### src/rtl/cg_auto_ctrl_if.sv
// Bundle between a block's activity/config sources and its automatic clock-gating
// controller; the slave side is the controller.
interface cg_auto_ctrl_if #(
    parameter int IDLE_CNT_W = 8,
    parameter int GATE_CNT_W = 16
);
    logic                  cfg_cg_enable;
    logic [IDLE_CNT_W-1:0] cfg_idle_thresh;
    logic                  busy;
    logic                  wake_req;
    logic                  icg_en;
    logic                  gated;
    logic                  wake_ack;
    logic [GATE_CNT_W-1:0] gate_cnt;

    modport master (
        output cfg_cg_enable, cfg_idle_thresh, busy, wake_req,
        input  icg_en, gated, wake_ack, gate_cnt
    );

    modport slave (
        input  cfg_cg_enable, cfg_idle_thresh, busy, wake_req,
        output icg_en, gated, wake_ack, gate_cnt
    );
endinterface

### src/rtl/cg_auto_ctrl.sv
// Automatic clock-gating controller on the free-running clock: drops the ICG enable
// after a programmable idle run, re-enables on activity/wake and acks after settling.
module cg_auto_ctrl #(
    parameter int IDLE_CNT_W = 8,
    parameter int WAKE_DLY   = 2,
    parameter int GATE_CNT_W = 16
) (
    input  logic           clk,
    input  logic           rst,
    cg_auto_ctrl_if.slave  bus
);
    localparam int WCW = (WAKE_DLY > 1) ? $clog2(WAKE_DLY) : 1;
    localparam logic [WCW-1:0] WAKE_LAST = WCW'(WAKE_DLY - 1);

    typedef enum logic [1:0] {RUN = 2'd0, GATED = 2'd1, WAKE = 2'd2} state_t;

    state_t                state;
    logic [IDLE_CNT_W-1:0] idle_cnt;
    logic [WCW-1:0]        wake_cnt;
    logic                  idle;
    logic                  hit;
    logic                  wake_cond;

    assign idle = bus.cfg_cg_enable & ~bus.busy & ~bus.wake_req &
                  (bus.cfg_idle_thresh != '0);
    assign hit = idle && (idle_cnt == (bus.cfg_idle_thresh - IDLE_CNT_W'(1)));
    assign wake_cond = bus.busy | bus.wake_req | ~bus.cfg_cg_enable;

    // Async reset forces icg_en high so the downstream domain clocks through reset.
    always_ff @(posedge clk or posedge rst) begin
        if (rst) begin
            state        <= RUN;
            bus.icg_en   <= 1'b1;
            bus.gated    <= 1'b0;
            bus.wake_ack <= 1'b0;
            bus.gate_cnt <= '0;
            idle_cnt     <= '0;
            wake_cnt     <= '0;
        end else begin
            bus.wake_ack <= (state == RUN) & bus.wake_req;
            case (state)
                RUN: begin
                    if (hit) begin
                        state      <= GATED;
                        bus.icg_en <= 1'b0;
                        bus.gated  <= 1'b1;
                        idle_cnt   <= '0;
                        if (bus.gate_cnt != '1)
                            bus.gate_cnt <= bus.gate_cnt + GATE_CNT_W'(1);
                    end else if (idle) begin
                        if (idle_cnt != '1) idle_cnt <= idle_cnt + IDLE_CNT_W'(1);
                    end else begin
                        idle_cnt <= '0;
                    end
                end
                GATED: begin
                    if (wake_cond) begin
                        state      <= WAKE;
                        bus.icg_en <= 1'b1;
                        bus.gated  <= 1'b0;
                        wake_cnt   <= '0;
                    end
                end
                WAKE: begin
                    // Settle window: no return to GATED until back in RUN.
                    if (wake_cnt == WAKE_LAST) begin
                        state    <= RUN;
                        wake_cnt <= '0;
                    end else begin
                        wake_cnt <= wake_cnt + WCW'(1);
                    end
                end
                default: begin
                    state      <= RUN;
                    bus.icg_en <= 1'b1;
                    bus.gated  <= 1'b0;
                end
            endcase
        end
    end
endmodule
### src/flat_wrapper.sv
// flat-port wrapper written by rule: the top's interface ports become plain ports
module cg_auto_ctrl_flat 
#(
    parameter int IDLE_CNT_W = 8,
    parameter int WAKE_DLY   = 2,
    parameter int GATE_CNT_W = 16
)
  (clk, rst, bus_cfg_cg_enable, bus_cfg_idle_thresh, bus_busy, bus_wake_req, bus_icg_en, bus_gated, bus_wake_ack, bus_gate_cnt);
  cg_auto_ctrl_if #(.IDLE_CNT_W(IDLE_CNT_W), .GATE_CNT_W(GATE_CNT_W)) bus_i ();
  input  logic clk;
  input  logic rst;
  input wire logic [$bits(bus_i.cfg_cg_enable)-1:0] bus_cfg_cg_enable;
  input wire logic [$bits(bus_i.cfg_idle_thresh)-1:0] bus_cfg_idle_thresh;
  input wire logic [$bits(bus_i.busy)-1:0] bus_busy;
  input wire logic [$bits(bus_i.wake_req)-1:0] bus_wake_req;
  output wire logic [$bits(bus_i.icg_en)-1:0] bus_icg_en;
  output wire logic [$bits(bus_i.gated)-1:0] bus_gated;
  output wire logic [$bits(bus_i.wake_ack)-1:0] bus_wake_ack;
  output wire logic [$bits(bus_i.gate_cnt)-1:0] bus_gate_cnt;
  assign bus_i.cfg_cg_enable = bus_cfg_cg_enable;
  assign bus_i.cfg_idle_thresh = bus_cfg_idle_thresh;
  assign bus_i.busy = bus_busy;
  assign bus_i.wake_req = bus_wake_req;
  assign bus_icg_en = bus_i.icg_en;
  assign bus_gated = bus_i.gated;
  assign bus_wake_ack = bus_i.wake_ack;
  assign bus_gate_cnt = bus_i.gate_cnt;
  cg_auto_ctrl #(.IDLE_CNT_W(IDLE_CNT_W), .WAKE_DLY(WAKE_DLY), .GATE_CNT_W(GATE_CNT_W)) u_core (.clk(clk), .rst(rst), .bus(bus_i));
endmodule
### config.mk
export PLATFORM = sky130hd
export DESIGN_NAME = cg_auto_ctrl_flat
export DESIGN_NICKNAME = d
export VERILOG_FILES = /design/src/rtl/cg_auto_ctrl_if.sv /design/src/rtl/cg_auto_ctrl.sv /design/src/flat_wrapper.sv
export SDC_FILE = /design/constraint.sdc
export NUM_CORES = 1
export LEC_CHECK = 0
export CORE_MARGIN = 1
export CORE_UTILIZATION = 47
export DETAILED_ROUTE_END_ITERATION = 12
export GPL_TIMING_DRIVEN = 0
export PLACE_DENSITY = 0.8
export RECOVER_POWER = 100
export SLEW_MARGIN = 10
export SYNTH_ARGS = -nofsm -noshare
export SYNTH_HDL_FRONTEND = slang
export SYNTH_SLANG_ARGS = --single-unit
### constraint.sdc
create_clock -name clk -period 2.2 [get_ports clk]
set_clock_uncertainty 0.2 [all_clocks]
set_input_delay 0.44 -clock clk [delete_from_list [all_inputs] [get_ports clk]]
set_output_delay 0.44 -clock clk [all_outputs]
set_load 0.01 [all_outputs]
==> metrics, run 1 <==
status finished with violations; failing checks setup timing; Rows 22; synthesized area per cell 9.50 sq um; initial DRC count 73; PD cells 461 nW/um^2; setup TNS -3.86 ns; synth cell count leaders dfrtp_1, nand2_1, nor2_1; core area 3660 sq um; # clock sinks 30; DIE HEIGHT 63.7 um; RSZ-0062 raised after global routing yes; M1 WL 1770 um; CTS tree yes; HP Class in2reg; max-slew violations 0; Largest delay share family, worst path simple AND/OR/NAND/NOR gates; CP max FO 8; layout cells sized above 1 34.0%; maximum clock frequency 0.404 GHz; Port Buffers 31; gr usage total 22.5%; Filler cells 251; Post-Place Cells 267; synthesized instance count 188; synth-to-layout area growth 46.4%; peak supply drop 465 uV; Crit Path Category in2reg; CP max stage cell a311o_4; gr ovfl total 0; hold path startpoint bus_wake_req; leakage power 0.00118 uW; largest net degree at the start of global routing 31; top-count cell post-synth dfrtp_1; I/O pin total 32; dominant cell type by area after synthesis dfrtp_1; worst hold margin 0.247 ns; Starting Density 48.8%; DRC 0; Die X 63.7 um; CP startpoint kind input pin; initial antenna violation count 0; top routing layer in use met4; Hold EP u_core.bus.wake_ack; fin crit share 112%; Ys Warns 0; Crit path depth 8; final wirelength 4330 um; area of the die 4050 sq um; EDFF count, synth 0; number of CTS-inserted buffers 5; sequential area share after synthesis 42.1%; DR pass1 iterations 4; first-pass GRT wire length 7000 um; Tmin final 2.47 ns; CP endpoint kind register; P_int 900 uW; RR Endpoint u_core.bus.gate_cnt[7]; fin worst setup slack -0.274 ns; top cells by area, synth dfrtp_1, xnor2_1, xor2_1; Final Hold Fails 0; Post-Syn Area 1790 sq um; Final HPWL DP 2570 um; worst skew pair latency 0.29 ns; clock tree buffer depth 2; placer congestion estimate 0.846; # Max-Cap Violations 0; Slew headroom 28.8%; critical-path cell list clkdlybuf4s50_1 > or3b_4 > nor2_4 > nand2_2 > a311o_4 > buf_4 > nor4_4 > xor2_1; WL met2 2270 um; count of cell types in the netlist 44; critical path required time 2.21 ns; Final Non-Filler Cells 286; ys async rst share 100%; share of the synthesized area in the top cell type 40.6%; Met3 Wirelength 197 um; reg2reg setup slack -0.22 ns; Yosys reg bits 30; crit path buf inv count 2; Syn Nets 205; Clock Power Share 39.4%; NumNets Final 254; pre-CTS WS -1.19 ns; sw power 307 uW; setup violation total in the final timing report 22; H-tree Lvls 2; part of the power in registers 48.4%; vias in the first global route 1,508; Crit path arrival time 2.49 ns; Net Sw Frac 25.4%; average wire per standard cell 15.1 um; Worst Max-Slew Pin Slew 1.06 ns; hold depth 2; Vias per Instance 5.59; Logic pwr share 12.2%; Worst R2R Start u_core.idle_cnt[1]; via count 1,598; ANT cells 0; worst stage delay on the critical path 0.48 ns; root buf cell clkbuf_8; ys flop type dfrtp_1; Worst R2R Path Depth 8; antenna viol nets, final 0; Worst-path clk slew 0.07 ns
state kept, by name, indices dropped and copies added (netlist names):
name,count
u_core.bus.gate_cnt,16
u_core.idle_cnt,8
u_core.state,2
u_core.bus.gated,1
u_core.bus.icg_en,1
u_core.bus.wake_ack,1
u_core.wake_cnt,1
logic make-up after synthesis:
logic type               synth area share [%]
AND/OR/NAND/NOR                          26.4
flip-flops                               42.1
XOR/XNOR                                 13.2
AO/OA/AOI/OAI                            9.88
buffers and inverters                    4.41
adder cells (fa/ha/maj)                  2.80
multiplexers                             1.19
stage by stage:
step | utilization [%] | total power (uW) | area (sq um)
6_report | 71.5 | 1210 | 2620
5_1_grt | 71.5 | 1260 | 2620
4_1_cts | 67.6 | 1200 | 2480
3_5_place_dp | 59.4 | 716 | 2170
3_3_place_gp | 59.4 | 716 | 2170
2_1_floorplan | - | 655 | 1800
final cells by class:
cell class / instances / area [sq um] / share of cell area (%)
well taps: 48 / 60.1 / 2.30
repair buffers: 44 / 429 / 16.4
inverters: 14 / 57.6 / 2.20
clock buffers: 6 / 82.6 / 3.16
flip-flops and latches: 30 / 753 / 28.8
clock inverters: 2 / 12.5 / 0.478
multi-input cells: 139 / 1200 / 45.8
plain buffers: 3 / 22.5 / 0.861
cell usage in the layout (no fill, tap or decap), drive strengths merged, types with 6 or more instances in the layout:
master	Yosys	final
nand3	14	14
nor4	9	9
clkbuf	3	7
inv	14	13
xor2	13	13
clkdlybuf4s50	0	21
nand2	17	17
nor3	9	9
o21ai	6	6
nor2	15	15
buf	2	21
dfrtp	29	29
xnor2	14	14
how the worst max path moves through the flow:
stage | start | end | slack (ns)
after floorplan | bus_cfg_idle_thresh[1] | u_core.bus.gate_cnt[5] | -0.28
after global placement | bus_cfg_idle_thresh[0] | u_core.bus.gate_cnt[11] | -1.07
after detailed placement | bus_cfg_idle_thresh[0] | u_core.bus.gate_cnt[11] | -1.19
after CTS | bus_cfg_idle_thresh[1] | u_core.bus.gate_cnt[5] | -0.24
after global routing | bus_busy | u_core.bus.gate_cnt[7] | -0.38
final | bus_busy | u_core.bus.gate_cnt[7] | -0.27
layer usage:
metal	GRT usage (%)	vias up
met5	0	-
met4	10.8	0
met3	4.53	11
met2	39.4	54
met1	25.9	776
li1	-	757
power groups by stage:
| stage | clock network [uW] | registers, uW | logic [uW] |
|---|---|---|---|
| after CTS | 484 | 582 | 136 |
| after global placement | 0 | 592 | 124 |
| after floorplan | 0 | 596 | 58.9 |
| after global routing | 514 | 586 | 160 |
| after detailed placement | 0 | 591 | 125 |
| final | 476 | 584 | 147 |
worst reg2reg max path: stages (launching register included):
cell	delay (ns)
dfrtp_1	0.44
xnor2_2	0.16
a211o_1	0.26
a211oi_2	0.17
nand4_2	0.17
a311o_4	0.44
buf_4	0.17
nor4_4	0.14
xor2_1	0.19
repair_timing:
item,4_1_cts,5_1_grt
resized for setup,60,31
hold buffers,0,0
buffers inserted,8,4
setup endpoints to repair,27,27
cloned,1,0
pin swaps,21,11
Power figures use the tool's default switching activity.
==> inputs of run 2 (changes only) <==
--- a/config.mk
+++ b/config.mk
@@ -6,10 +6,11 @@
 export NUM_CORES = 1
 export LEC_CHECK = 0
 export CORE_MARGIN = 1
-export CORE_UTILIZATION = 47
+export CORE_UTILIZATION = 25
+export CTS_CLUSTER_SIZE = 16
 export DETAILED_ROUTE_END_ITERATION = 12
 export GPL_TIMING_DRIVEN = 0
-export PLACE_DENSITY = 0.8
+export PLACE_DENSITY = 0.51
 export RECOVER_POWER = 100
 export SLEW_MARGIN = 10
 export SYNTH_ARGS = -nofsm -noshare
==> metrics, run 2 (synthesis gave the netlist of run 1 again) <==
status finished with violations; failing checks setup timing; Tmin final 2.47 ns; clock tree buffer depth 2; most frequent cells in the layout dfrtp_1, dlygate4sd3_1, nand2_1; PD cells 452 nW/um^2; Final Hold Fails 0; reg2reg setup slack -0.20 ns; worst hold margin 0.260 ns; layout cells sized above 1 29.5%; ANT cells 0; Final HPWL DP 2760 um; # clock sinks 30; DR pass1 iterations 4; HP Class in2reg; gr usage total 12.3%; most flop-heavy register u_core.bus.gate_cnt; Starting Density 26.2%; worst skew pair latency 0.28 ns; Final Non-Filler Cells 330; antenna viol nets, final 0; DRC 0; max-slew violations 0; Worst Max-Slew Pin Slew 1.16 ns; average wire per standard cell 12.6 um; DIE HEIGHT 86.5 um; placed inst area 2230 sq um; final wirelength 4170 um; Die X 86.5 um; maximum clock frequency 0.405 GHz; number of CTS-inserted buffers 5; first-pass GRT wire length 7170 um; Core Util, Final 38.2%; setup violation total in the final timing report 26; CP max FO 8; I/O pin total 32; peak supply drop 202 uV; Worst R2R Start u_core.bus.gate_cnt[0]; Worst-path clk slew 0.06 ns; Slew headroom 22.4%; Post-Place Cells 315; vias in the first global route 1,521; gr ovfl total 0; Crit Path Category in2reg; Vias per Instance 4.59; Port Buffers 31; worst setup path start bus_cfg_idle_thresh[0]; Rows 30; H-tree Lvls 2; leakage power 0.00119 uW; critical-path cell list buf_12 > or4_1 > nor2_2 > xnor2_2 > nand4_2 > a311o_4 > buf_6 > nor4_4 > xor2_1; worst stage delay on the critical path 0.53 ns; CP max stage cell or4_1; CP endpoint u_core.bus.gate_cnt[13]; Top Registers u_core.bus.gate_cnt (16), u_core.idle_cnt (8), u_core.state (2); CP endpoint kind register; design area 2610 sq um; largest net degree at the start of global routing 31; setup TNS -4.08 ns; NumNets Final 250; commonest non-fill, non-tap cell in the layout dfrtp_1; core area 6830 sq um; via count 1,514; hold path startpoint bus_wake_req; synth-to-layout area growth 46.2%; critical path required time 2.20 ns; Worst R2R Path Depth 8; fin worst setup slack -0.267 ns; Crit path arrival time 2.47 ns; fin crit share 112%; placer congestion estimate 0.776; RSZ-0062 raised after global routing yes; CTS tree yes; # Max-Cap Violations 0; RR Endpoint u_core.bus.gate_cnt[13]; initial DRC count 49; initial antenna violation count 0; area of the die 7490 sq um; CP startpoint kind input pin; root buf cell clkbuf_8; max reg flops 16
[run 2: timing repair]
action | CTS | global route
resized for setup | 62 | 20
pin swaps | 17 | 15
gates cloned | 1 | 0
endpoints found under the setup margin | 27 | 27
setup buffers | 6 | 2
hold buffers | 0 | 0
[run 2: worst min path at each step]
stage,end,slack [ns],cells past startpoint
floorplan,u_core.state[0],0.25,1
global placement,u_core.state[0],0.28,1
detailed placement,u_core.bus.gate_cnt[5],0.28,1
CTS,u_core.bus.icg_en,0.30,2
global route,u_core.bus.wake_ack,0.27,2
finish,u_core.bus.wake_ack,0.26,2
[run 2: area by class of cell]
class | count | area [sq um]
Fill cell | 718 | 4220
Multi-Input combinational cell | 139 | 1170
Sequential cell | 30 | 753
Timing Repair Buffer | 40 | 393
Tap cell | 96 | 120
Clock buffer | 7 | 86.3
Inverter | 14 | 60.1
Buffer | 3 | 22.5
Clock inverter | 1 | 5.00
[run 2: worst max-delay path: cells and delay by family]
family,cells,cell delay [ns]
AND/OR/NAND/NOR,4,1.00
AO/OA/AOI/OAI,1,0.45
XOR/XNOR,2,0.30
buffers and inverters,2,0.27
[run 2: per-layer routing]
metal / wire length (um) / global-route usage (%) / share of wire, %
met5: 0 / 0 / 0
met4: 40 / 4.09 / 0.96
met3: 176 / 3.62 / 4.2
met2: 2010 / 20.6 / 48
met1: 1950 / 15.3 / 47
[run 2: stage by stage]
step | setup WS, ns | total power, uW
6_report | -0.267 | 1180
5_1_grt | -0.316 | 1240
4_1_cts | -0.263 | 1190
3_5_place_dp | -1.11 | 721
3_3_place_gp | -1.10 | 721
2_1_floorplan | -0.276 | 655
[run 2: power by group]
group          switching (uW)  total (uW)  internal (uW)
Clock                     212         464            252
Sequential               11.9         584            572
Combinational            65.3         133           67.3
